**config.mk**
```make
export PLATFORM = sky130hd
export DESIGN_NAME = fetch_controller
export DESIGN_NICKNAME = d
export VERILOG_FILES = /design/src/rtl/fetch_controller.sv
export SDC_FILE = /design/constraint.sdc
export NUM_CORES = 1
export LEC_CHECK = 0
export ABC_AREA = 0
export CORE_ASPECT_RATIO = 0.7
export CORE_MARGIN = 2
export CORE_UTILIZATION = 30
export CTS_CLUSTER_DIAMETER = 120
export DETAILED_ROUTE_END_ITERATION = 8
export SLEW_MARGIN = 30
export SYNTH_ARGS = -nofsm -noshare
export SYNTH_HDL_FRONTEND = slang
export SYNTH_SLANG_ARGS = --single-unit
```
**constraint.sdc**
```tcl
create_clock -name clk -period 2 [get_ports clk]
set_input_delay 0.2 -clock clk [delete_from_list [all_inputs] [get_ports clk]]
set_output_delay 0.2 -clock clk [all_outputs]
set_load 0.05 [all_outputs]
```
**src/rtl/fetch_controller.sv**
```systemverilog
// fetch_controller: loads a program into instruction memory, then fetches it sequentially
// with stall, branch redirect and halt detection.
module fetch_controller #(
  parameter int          INSTR_MEM_SIZE = 1024,
  parameter logic [31:0] RESET_PC       = 32'h0000_0000,
  parameter logic [31:0] HALT_WORD      = 32'hFFFF_FFFF
) (
  input  logic        clk,
  input  logic        rst_n,
  input  logic        load_start,
  input  logic        load_valid,
  input  logic [31:0] load_data,
  input  logic        load_last,
  output logic        load_ready,
  output logic        imem_we,
  output logic [31:0] imem_waddr,
  output logic [31:0] imem_wdata,
  input  logic        start,
  input  logic        stall,
  input  logic        branch_taken,
  input  logic [31:0] branch_target,
  output logic [31:0] imem_addr,
  input  logic [31:0] imem_instr,
  output logic        instr_valid,
  output logic [31:0] instr_out,
  output logic [31:0] instr_pc,
  output logic        halted,
  output logic        fetch_error
);
  typedef enum logic [1:0] {IDLE, LOAD, FETCH, HALT} state_t;
  localparam logic [31:0] MEM_BYTES = 32'(INSTR_MEM_SIZE * 4);
  localparam logic [31:0] LAST_ADDR = 32'(INSTR_MEM_SIZE * 4 - 4);
  state_t      r_state;
  logic [31:0] r_pc;
  logic [31:0] r_ptr;
  logic        r_end;
  logic        w_beat;
  logic        w_tgt_ok;
  assign load_ready  = r_state == LOAD;
  assign w_beat      = load_ready & load_valid;
  assign imem_we     = w_beat;
  assign imem_waddr  = r_ptr;
  assign imem_wdata  = load_data;
  assign imem_addr   = r_pc;
  assign halted      = r_state == HALT;
  assign w_tgt_ok    = branch_target[1:0] == 2'b00 && branch_target < MEM_BYTES;
  // r_end marks that the last memory word was delivered, so the next normal cycle halts
  always_ff @(posedge clk or negedge rst_n) begin
    if (!rst_n) begin
      r_state     <= IDLE;
      r_pc        <= RESET_PC;
      r_ptr       <= '0;
      r_end       <= 1'b0;
      instr_valid <= 1'b0;
      instr_out   <= '0;
      instr_pc    <= '0;
      fetch_error <= 1'b0;
    end else begin
      case (r_state)
        IDLE: begin
          if (load_start) begin
            r_state <= LOAD;
            r_ptr   <= '0;
          end else if (start) begin
            r_state <= FETCH;
            r_pc    <= RESET_PC;
            r_end   <= 1'b0;
          end
        end
        LOAD: begin
          if (w_beat) begin
            r_ptr <= r_ptr + 32'd4;
            if (load_last || r_ptr == LAST_ADDR) r_state <= IDLE;
          end
        end
        FETCH: begin
          if (branch_taken) begin
            instr_valid <= 1'b0;
            r_end       <= 1'b0;
            if (w_tgt_ok) r_pc <= branch_target;
            else begin
              r_state     <= HALT;
              fetch_error <= 1'b1;
            end
          end else if (!stall) begin
            if (r_end || imem_instr == HALT_WORD) begin
              r_state     <= HALT;
              instr_valid <= 1'b0;
            end else begin
              instr_out   <= imem_instr;
              instr_pc    <= r_pc;
              instr_valid <= 1'b1;
              r_end       <= r_pc == LAST_ADDR;
              if (r_pc != LAST_ADDR) r_pc <= r_pc + 32'd4;
            end
          end
        end
        HALT: begin
          if (load_start) begin
            r_state <= LOAD;
            r_ptr   <= '0;
          end else if (start) begin
            r_state     <= FETCH;
            r_pc        <= RESET_PC;
            r_end       <= 1'b0;
            fetch_error <= 1'b0;
          end
        end
        default: r_state <= IDLE;
      endcase
    end
  end
endmodule

```
==> results of run 1 <==
[worst max-delay path, delay by kind of cell (launching register included)]
family | cells | cell delay [ns]
compound gates | 4 | 0.74
flops | 1 | 0.39
buf+inv | 3 | 0.37
simple gates | 1 | 0.26
fa+ha+maj | 1 | 0.22
[routing by layer]
layer  GRT usage, %  vias up  part of all wire [%]
met4          5.337        0                   1.4
met5              0        -                     0
met2          27.45      217                    43
met3          5.626       21                   6.7
li1               -     3059                     -
met1          28.30     3246                    49
[stage by stage]
stage | cell area, um2 | setup TNS, ns | utilization, % | hold WS, ns | cells
2_1_floorplan | 7119 | -1.551 | - | -0.09559 | 667
3_3_place_gp | 10220 | -29.44 | 45.07 | 0.1515 | 1255
3_5_place_dp | 10220 | -28.68 | 45.07 | 0.1550 | 1255
4_1_cts | 11020 | -2.395 | 48.62 | 0.2820 | 1292
5_1_grt | 11410 | -4.575 | 50.33 | 0.3159 | 1298
6_report | 11410 | -1.708 | 50.33 | 0.2777 | 1298
[logic make-up after synthesis]
logic type | share of synthesized area, %
multiplexers | 10.85
AND/OR/NAND/NOR | 18.04
adder cells (fa/ha/maj) | 0.9029
flip-flops | 47.31
other | 0.05412
AO/OA/AOI/OAI | 13.27
XOR/XNOR | 2.781
buffers and inverters | 6.789
[what timing repair did]
item,in CTS,in global routing
gates resized for setup,43,68
endpoints found under the setup margin,44,61
hold buffers,1,0
pin swaps,26,29
buffers inserted,5,6
gates cloned,0,1
hold endpoints to repair,38,0
[path summary, 6_finish.rpt]
kind,slack (ns),cells past startpoint,from,endpoint
max,-0.10,9,r_state[0],imem_addr[29]
min,0.28,2,rst_n,instr_pc[30]
max reg2reg,-0.10,9,r_state[0],imem_addr[29]
min reg2reg,0.48,1,instr_pc[29],instr_pc[29]
max in group asynchronous,0.97,3,rst_n,imem_addr[15]
min in group clk,0.40,0,load_data[20],imem_wdata[20]
[sequential cells by signal (all words and copies together) (netlist names)]
signal and count:
r_state 2, imem_addr 32, r_end 1, instr_valid 1
instr_pc 32, instr_out 32, fetch_error 1, imem_waddr 30
[cells in the final DEF (no fill, tap or decap), types with 12 or more instances in the layout]
cell	count
nor2_1	47
and3_1	16
a21oi_1	25
dfrtp_2	31
clkdlybuf4s50_1	175
nand3_1	27
mux2_2	14
clkbuf_16	17
buf_4	137
o21ai_1	13
mux2_1	50
dlymetal6s2s_1	12
xor2_1	14
nand2_1	32
dfrtp_1	100
nand4_1	20
[area by class of cell]
class                   count  area share (%)
multi-input cells         455           32.56
repair buffers            356           29.17
flip-flops and latches    131           29.06
clock buffers              17           3.727
well taps                 312           3.420
clock inverters            15           1.666
inverters                  12          0.3947
[power by group through the flow]
stage | Combinational [mW] | Clock, mW | Sequential (mW)
final | 10.2 | 3.33 | 4.11
after global routing | 10.7 | 3.52 | 4.22
after CTS | 9.62 | 3.41 | 4.10
after detailed placement | 9.25 | 0 | 4.10
after global placement | 9.21 | 0 | 4.08
after floorplan | 2.89 | 0 | 6.94
==> results_dict.tcl, run 1 <==
set metrics [dict create \
    sw_frac_of_total_pct 45.58 \
    finalPower_mw 17.60 \
    syn_inst 666 \
    setup_viol 31 \
    fillCellCount 2080 \
    max_freq_ghz 0.4760 \
    path_cells "inv_2, ha_4, a221oi_4, and2b_2, o21ai_4, buf_12, buf_8, o31ai_2, o311ai_1" \
    outcome "complete, but fails checks" \
    p_int_mw 9.581 \
    gp_congestion 0.8794 \
    numCtsBuffers 17 \
    max_slew_margin_pct 61.52 \
    path_max_fanout 8 \
    yosysWarnings 0 \
    yosys-top-cells-count "131 x dfrtp_1, 50 x mux2_1, 47 x nor2_1, 35 x buf_4, 33 x nand3_1" \
    antenna_cells 0 \
    drtAntennaViolNets 0 \
    grt_start_max_net_pins 43 \
    synth-edff-count 0 \
    drive_gt1_share_pct 32.45 \
    finalWirelength_um 23610 \
    ff_latch_area_mm2 0.003317 \
    yosysMostFrequentCell "dfrtp_1" \
    ir_drop_mv 1.256 \
    worstPathRequired_ns 2.30 \
    antenna_found_initial 1 \
    ios 269 \
    nets 1082 \
    p_seq_share_pct 23.3 \
    dieArea_mm2 0.02435 \
    pwr-share-clk_pct 18.9 \
    dr.pass1.iters 6 \
    slew_viol_final 0 \
    finalClockSkew_ns 0.008004 \
    die-width_um 185.6 \
    initial_utilization_pct 30.56 \
    die_y_um 131.2 \
    drt-wirelength-per-cell_um 18.19 \
    start_kind "flop" \
    dp.final_hpwl_um 17230 \
    rows 46 \
    vias 6543 \
    drc 0 \
    dp_slack_ns -0.4634 \
    worst_slack_ns -0.1007 \
    drt_iter0_drc 389 \
    port-buffer-count 202 \
    cts_tree "done" \
    gr-total-overflow 0 \
    critPathKind "flop to flop" \
    ys_seq_area_share_pct 47.31 \
    grt_usage_pct 19.31 \
    grt_setup_unrepaired "true" \
    power_switching_mw 8.023 \
    yosysUniqueCellTypes 63 \
    hold_violations 0 \
    cp-end-kind "flop" \
    cts_root_buffer "clkbuf_16" \
    synth.top_cell.area_share_pct 47.31 \
    path_clk_slew_ns 0.06 \
    viasPerCell 5.041 \
    syn_area_mm2 0.006929 \
    ys_ff_latch 131 \
    grt_pass1_vias 6448 \
    critPathMaxStageDelay_ns 0.39 \
    leakagePower_nw 5.009 \
    synthFlopType "dfrtp_1" \
    synth.avg_cell_area_um2 10.40 \
    cts_max_level 4 \
    slowest_stage "dfrtp_1" \
    core_area_mm2 0.02268 \
    cap_violations 0 \
    synthTopCellsByArea "dfrtp_1 47%, mux2_1 8.1%, buf_4 3.8%, o31ai_1 2.6%, nor2_1 2.5%" \
    hp-class "primary input to asynchronous set/reset pin" \
    clockBufferDepth 2 \
    failed_checks "negative setup slack" \
    arrival_ns 2.40 \
    multi_input_area_mm2 0.003716 \
    worst_pin_slew_ns 0.5753 \
    synthArstFlopShare_pct 100.0 \
    clock_sinks 131 \
    final.period_utilization_pct 105.0 \
    powerDensity_mw_per_mm2 1542 \
    synthToLayoutAreaGrowth_pct 64.72 \
    grt_pass1_wl_um 36270 \
    yosys.area.top_type "dfrtp_1" \
    clock_latency_ns 0.42 \
    combPwrFrac_pct 57.8 \
    min_period_ns 2.101 \
]
No activity file was read; power rests on OpenSTA's default activity.
==> run 2: changes to the inputs <==
CORE_UTILIZATION = 40   (was 30)
PLACE_DENSITY = 0.77   (was default)
==> run 2 against run 1 <==
Net effect: the flow still finishes with violations (negative setup slack); non-clock buffer count fell by 15; wire length fell by 4.7%; cell area fell by 2.5%; utilization rose by 15 points; sequential share of layout area rose by 0.75 points; global-route usage rose by 4.7 points; via count rose by 1.1%; first-iteration DRC count rose by 43%; highest routed layer unchanged.
==> results_dict.tcl, run 2 (synthesis results as in run 1) <==
set metrics [dict create \
    port-buffer-count 202 \
    slew_viol_final 0 \
    min_period_ns 2.074 \
    worst_pin_slew_ns 0.5666 \
    dp.final_hpwl_um 16220 \
    critPathMaxStageDelay_ns 0.42 \
    grt_setup_unrepaired "true" \
    clock_sinks 131 \
    path_max_fanout 8 \
    antenna_found_initial 0 \
    ios 269 \
    powerDensity_mw_per_mm2 1562 \
    drive_gt1_share_pct 29.45 \
    die_y_um 114.1 \
    dr_wl_met2_um 10070 \
    setup_viol 27 \
    cts_tree "done" \
    gp_congestion 0.8653 \
    cap_violations 0 \
    max_slew_margin_pct 62.23 \
    core_area_mm2 0.01707 \
    dr_wl_met3_um 1962 \
    clockBufferDepth 2 \
    fillCellCount 1337 \
    cts_root_buffer "clkbuf_16" \
    path_cells "nor4_4, buf_4, nand3_2, o32a_4, o21a_4, nand3_4, buf_12, o22ai_1" \
    multi_input_area_mm2 0.003572 \
    dr.pass1.iters 5 \
    dieArea_mm2 0.01841 \
    slowest_stage "dfrtp_2" \
    grt_usage_pct 23.97 \
    outcome "complete, but fails checks" \
    critPathKind "flop to flop" \
    finalWirelength_um 22510 \
    final.period_utilization_pct 103.7 \
    path_buf_inv 2 \
    failed_checks "negative setup slack" \
    die-width_um 161.3 \
    nets 1067 \
    top_layer "met4" \
    antenna_cells 0 \
    vias 6617 \
    max_freq_ghz 0.4820 \
    drt_iter0_drc 556 \
    gr-total-overflow 0 \
    drc 0 \
    numCtsBuffers 17 \
    viasPerCell 5.505 \
    drtAntennaViolNets 0 \
    stdcell_count 1202 \
    grt_pass1_wl_um 34490 \
    hp-class "primary input to flop" \
    leakagePower_nw 4.951 \
    arrival_ns 2.37 \
    cts_max_level 4 \
    met1Wirelength_um 10100 \
    ff_latch_area_mm2 0.003317 \
    design_area_mm2 0.01113 \
    grt_start_max_net_pins 57 \
    final_cell_mix "178 x clkdlybuf4s50_1, 127 x buf_4, 100 x dfrtp_1" \
    path_clk_slew_ns 0.06 \
    cp-end-kind "flop" \
    clock_latency_ns 0.42 \
    worstPathRequired_ns 2.29 \
    initial_utilization_pct 40.60 \
    grt_pass1_vias 6495 \
    ir_drop_mv 1.288 \
    start_kind "flop" \
    dp_slack_ns -0.4706 \
    rows 40 \
    postPlaceCellArea_mm2 0.01007 \
    hold_violations 0 \
    hold_slack_ns 0.08937 \
    dp_cells 1161 \
    synthToLayoutAreaGrowth_pct 60.58 \
    worst_slack_ns -0.07448 \
    drt-wirelength-per-cell_um 18.73 \
    final_common_cell "clkdlybuf4s50_1" \
    finalClockSkew_ns 0.009744 \
    cp_top_family "compound AO/OA/AOI/OAI gates" \
]
[run 2: layout make-up]
class | instances | area share, %
clock buffer | 20 | 3.924
clock inverter | 12 | 1.855
inverter | 12 | 0.4048
multi-input combinational | 455 | 32.10
sequential | 131 | 29.81
tap | 231 | 2.598
timing repair buffer | 341 | 29.30
[run 2: where the power goes]
group | total [mW] | internal [mW] | leakage, nW | switching, mW
Combinational | 9.80 | 3.85 | 2.97 | 5.95
Sequential | 4.13 | 3.52 | 1.67 | 0.607
Clock | 3.45 | 2.22 | 0.309 | 1.23
[run 2: timing repair]
item	in CTS	in global routing
hold buffers	1	0
cloned	0	2
buffers inserted	6	1
endpoints found under the setup margin	36	77
hold endpoints to repair	53	0
resized for setup	24	49
pin swaps	11	26
[run 2: worst register-to-register path, cell delays in order, from the launching register on]
cell     delay [ns]
dfrtp_2        0.42
nor4_4         0.29
buf_4          0.18
nand3_2        0.07
o32a_4         0.38
o21a_4         0.27
nand3_4        0.11
buf_12         0.14
o22ai_1        0.09
[run 2: metrics by stage]
| stage | util (%) | TNS (ns) | power [mW] |
|---|---|---|---|
| 2_1_floorplan | - | -1.551 | 9.832 |
| 3_3_place_gp | 59.00 | -30.66 | 13.01 |
| 3_5_place_dp | 59.00 | -33.70 | 13.17 |
| 4_1_cts | 63.73 | -0.4381 | 17.01 |
| 5_1_grt | 65.20 | -3.795 | 18.09 |
| 6_report | 65.20 | -1.289 | 17.38 |
[run 2: final timing paths]
check                                     from            end  slack (ns)  cells past startpoint
worst min-delay path            imem_instr[10]  instr_out[10]        0.09                      2
worst min register to register    instr_pc[28]   instr_pc[28]        0.49                      1
min in group asynchronous                rst_n  instr_out[12]        0.31                      2
worst max-delay path             imem_addr[30]   imem_addr[5]       -0.07                      8
worst max register to register   imem_addr[30]   imem_addr[5]       -0.07                      8
max in group asynchronous                rst_n  imem_waddr[3]        1.02                      3
[run 2: metal layers]
metal / vias to the layer above / GRT usage, %
met1: 3257 / 34.02
met2: 298 / 35.27
met5: - / 0
met3: 39 / 7.751
met4: 0 / 6.786
li1: 3023 / -
==> run 3: changes to the inputs <==
REMOVE_ABC_BUFFERS = 1   (was default)
==> run 3 against run 2 <==
Net effect: the flow still finishes with violations (negative setup slack); flip-flop and latch count is the same; cell area is 0.63% higher; via count is 2.8% higher; wire length rose by 8.0%; highest routed layer unchanged; non-clock buffer count is 14 higher; sequential power shrank 4%; fmax is 7.5% lower; cell count rose by 1.2%; die area is the same; clock skew grew 0.0015 ns; total power increased by 0.41%.
==> results_dict.tcl, run 3 (synthesis results as in run 1) <==
set metrics [dict create \
    pwr-share-clk_pct 18.9 \
    leakagePower_nw 5.292 \
    r2r_cells 8 \
    design_area_mm2 0.01120 \
    min_period_ns 2.242 \
    hp-class "primary input to flop" \
    p_seq_share_pct 22.8 \
    viasPerCell 5.591 \
    critical_path.startpoint "r_state[0]" \
    final_cell_mix "156 x clkdlybuf4s50_1, 135 x buf_4, 130 x dfrtp_1" \
    hold_violations 0 \
    ios 269 \
    clock_latency_ns 0.43 \
    power_switching_mw 7.866 \
    fillCellCount 1308 \
    critPathMaxStageDelay_ns 0.40 \
    ff_latch_area_mm2 0.003279 \
    hp-start "imem_instr[8]" \
    path_clk_slew_ns 0.06 \
    port-buffer-count 202 \
    min_delay_worst_endpoint "instr_out[8]" \
    path_cells "inv_2, ha_4, a221oi_2, and2b_2, o21ai_4, buf_12, o31ai_1, o311ai_2" \
    dp.final_hpwl_um 17300 \
    slowest_stage "dfrtp_1" \
    failed_checks "negative setup slack" \
    drc 0 \
    vias 6799 \
    core_area_mm2 0.01707 \
    antenna_cells 0 \
    cap_violations 0 \
    synthToLayoutAreaGrowth_pct 61.59 \
    arrival_ns 2.52 \
    powerDensity_mw_per_mm2 1559 \
    finalWirelength_um 24310 \
    drive_gt1_share_pct 26.90 \
    drtAntennaViolNets 0 \
    grt_pass1_wl_um 37100 \
    drt_iter0_drc 689 \
    multi_input_area_mm2 0.003525 \
    combPwrFrac_pct 58.3 \
    hold_depth 2 \
    outcome "complete, but fails checks" \
    worst_pin_slew_ns 0.5414 \
    start_kind "flop" \
    cts_root_buffer "clkbuf_16" \
    gp_congestion 0.9210 \
    initial_utilization_pct 40.60 \
    setup_viol 30 \
    reg2reg_slack_ns -0.24 \
    p_int_mw 9.587 \
    gr-total-overflow 0 \
    cp-end-kind "flop" \
    die-width_um 161.3 \
    final.period_utilization_pct 112.1 \
    hold_slack_ns 0.04515 \
    cts_tree "done" \
    timing.rr.end "imem_addr[27]" \
    clockBufferDepth 2 \
    tns_ns -3.909 \
    cts_max_level 4 \
    grt_setup_unrepaired "true" \
    sw_frac_of_total_pct 45.07 \
    clock_sinks 131 \
    ir_drop_mv 1.045 \
    r2r-start "r_state[0]" \
    postPlaceCellArea_mm2 0.01004 \
    max_freq_ghz 0.4461 \
    rows 40 \
    grt_pass1_vias 6618 \
    nets 1081 \
    dieArea_mm2 0.01841 \
    worst_slack_ns -0.2418 \
    path_max_fanout 5 \
    max_slew_margin_pct 63.79 \
    critPathKind "flop to flop" \
    slew_viol_final 0 \
    finalClockSkew_ns 0.01124 \
    drt-wirelength-per-cell_um 19.99 \
    numCtsBuffers 17 \
    die_y_um 114.1 \
    dr.pass1.iters 7 \
    antenna_found_initial 0 \
    grt_start_max_net_pins 51 \
    final_common_cell "clkdlybuf4s50_1" \
    worstPathRequired_ns 2.27 \
    grt_usage_pct 25.94 \
]
run 3: changes by cell type in the layout (fill, tap and decap cells not counted), sizes merged:
cell           delta
clkinv            -3
clkinvlp          +2
inv               +1
clkbuf            +1
dlymetal6s2s     +21
buf              +16
bufinv            -2
clkdlybuf4s50    -22
run 3: area by class of cell:
type	instances	share of cell area, %
multi-input cells	455	31.48
repair buffers	355	30.70
flip-flops and latches	131	29.29
clock buffers	22	4.235
well taps	231	2.581
clock inverters	10	1.319
inverters	12	0.4023
run 3: critical path, delay by kind of cell (launching register included):
kind            cells  cell delay (ns)
fa+ha+maj           1             0.22
flops               1             0.40
buf+inv             2             0.25
compound gates      4             0.98
simple gates        1             0.25
run 3: worst max-delay path by stage:
stage	cells after the start	slack, ns	to
floorplan	5	-1.07	instr_out[0]
global placement	8	-0.55	r_state[1]
detailed placement	8	-0.53	r_state[1]
CTS	9	-0.13	imem_addr[29]
global route	8	-0.33	imem_addr[27]
finish	8	-0.24	imem_addr[27]
run 3: what timing repair did:
item                                   4_1_cts  5_1_grt
setup endpoints to repair                   58      111
buffers inserted                             3        6
hold buffers                                 1        0
gates resized for setup                     40       69
pin swaps                                   12       28
gates cloned                                 0        1
endpoints found under the hold margin       34        0
run 3: per-layer routing:
layer	wire length [um]	up-vias	track usage (%)	share of wire [%]
li1	-	3054	-	-
met1	10900	3312	36.65	45
met2	10570	404	37.49	43
met3	2572	29	10.14	11
met4	269	0	5.774	1.1
met5	0	-	2.139	0
run 3: power groups by stage:
| stage | Combinational [mW] | Clock, mW | Sequential (mW) |
|---|---|---|---|
| global route | 10.6 | 3.48 | 4.07 |
| floorplan | 2.22 | 0 | 6.92 |
| finish | 10.2 | 3.31 | 3.97 |
| detailed placement | 9.32 | 0 | 3.97 |
| CTS | 9.76 | 3.35 | 3.96 |
| global placement | 9.19 | 0 | 3.93 |
run 3: stage by stage:
| step | utilization (%) | power [mW] | std cells | setup WS [ns] |
|---|---|---|---|---|
| 2_1_floorplan | - | 9.140 | 598 | -1.069 |
| 3_3_place_gp | 58.80 | 13.12 | 1176 | -0.5494 |
| 3_5_place_dp | 58.80 | 13.30 | 1176 | -0.5326 |
| 4_1_cts | 63.78 | 17.07 | 1210 | -0.1277 |
| 5_1_grt | 65.61 | 18.19 | 1216 | -0.3279 |
| 6_report | 65.61 | 17.45 | 1216 | -0.2418 |
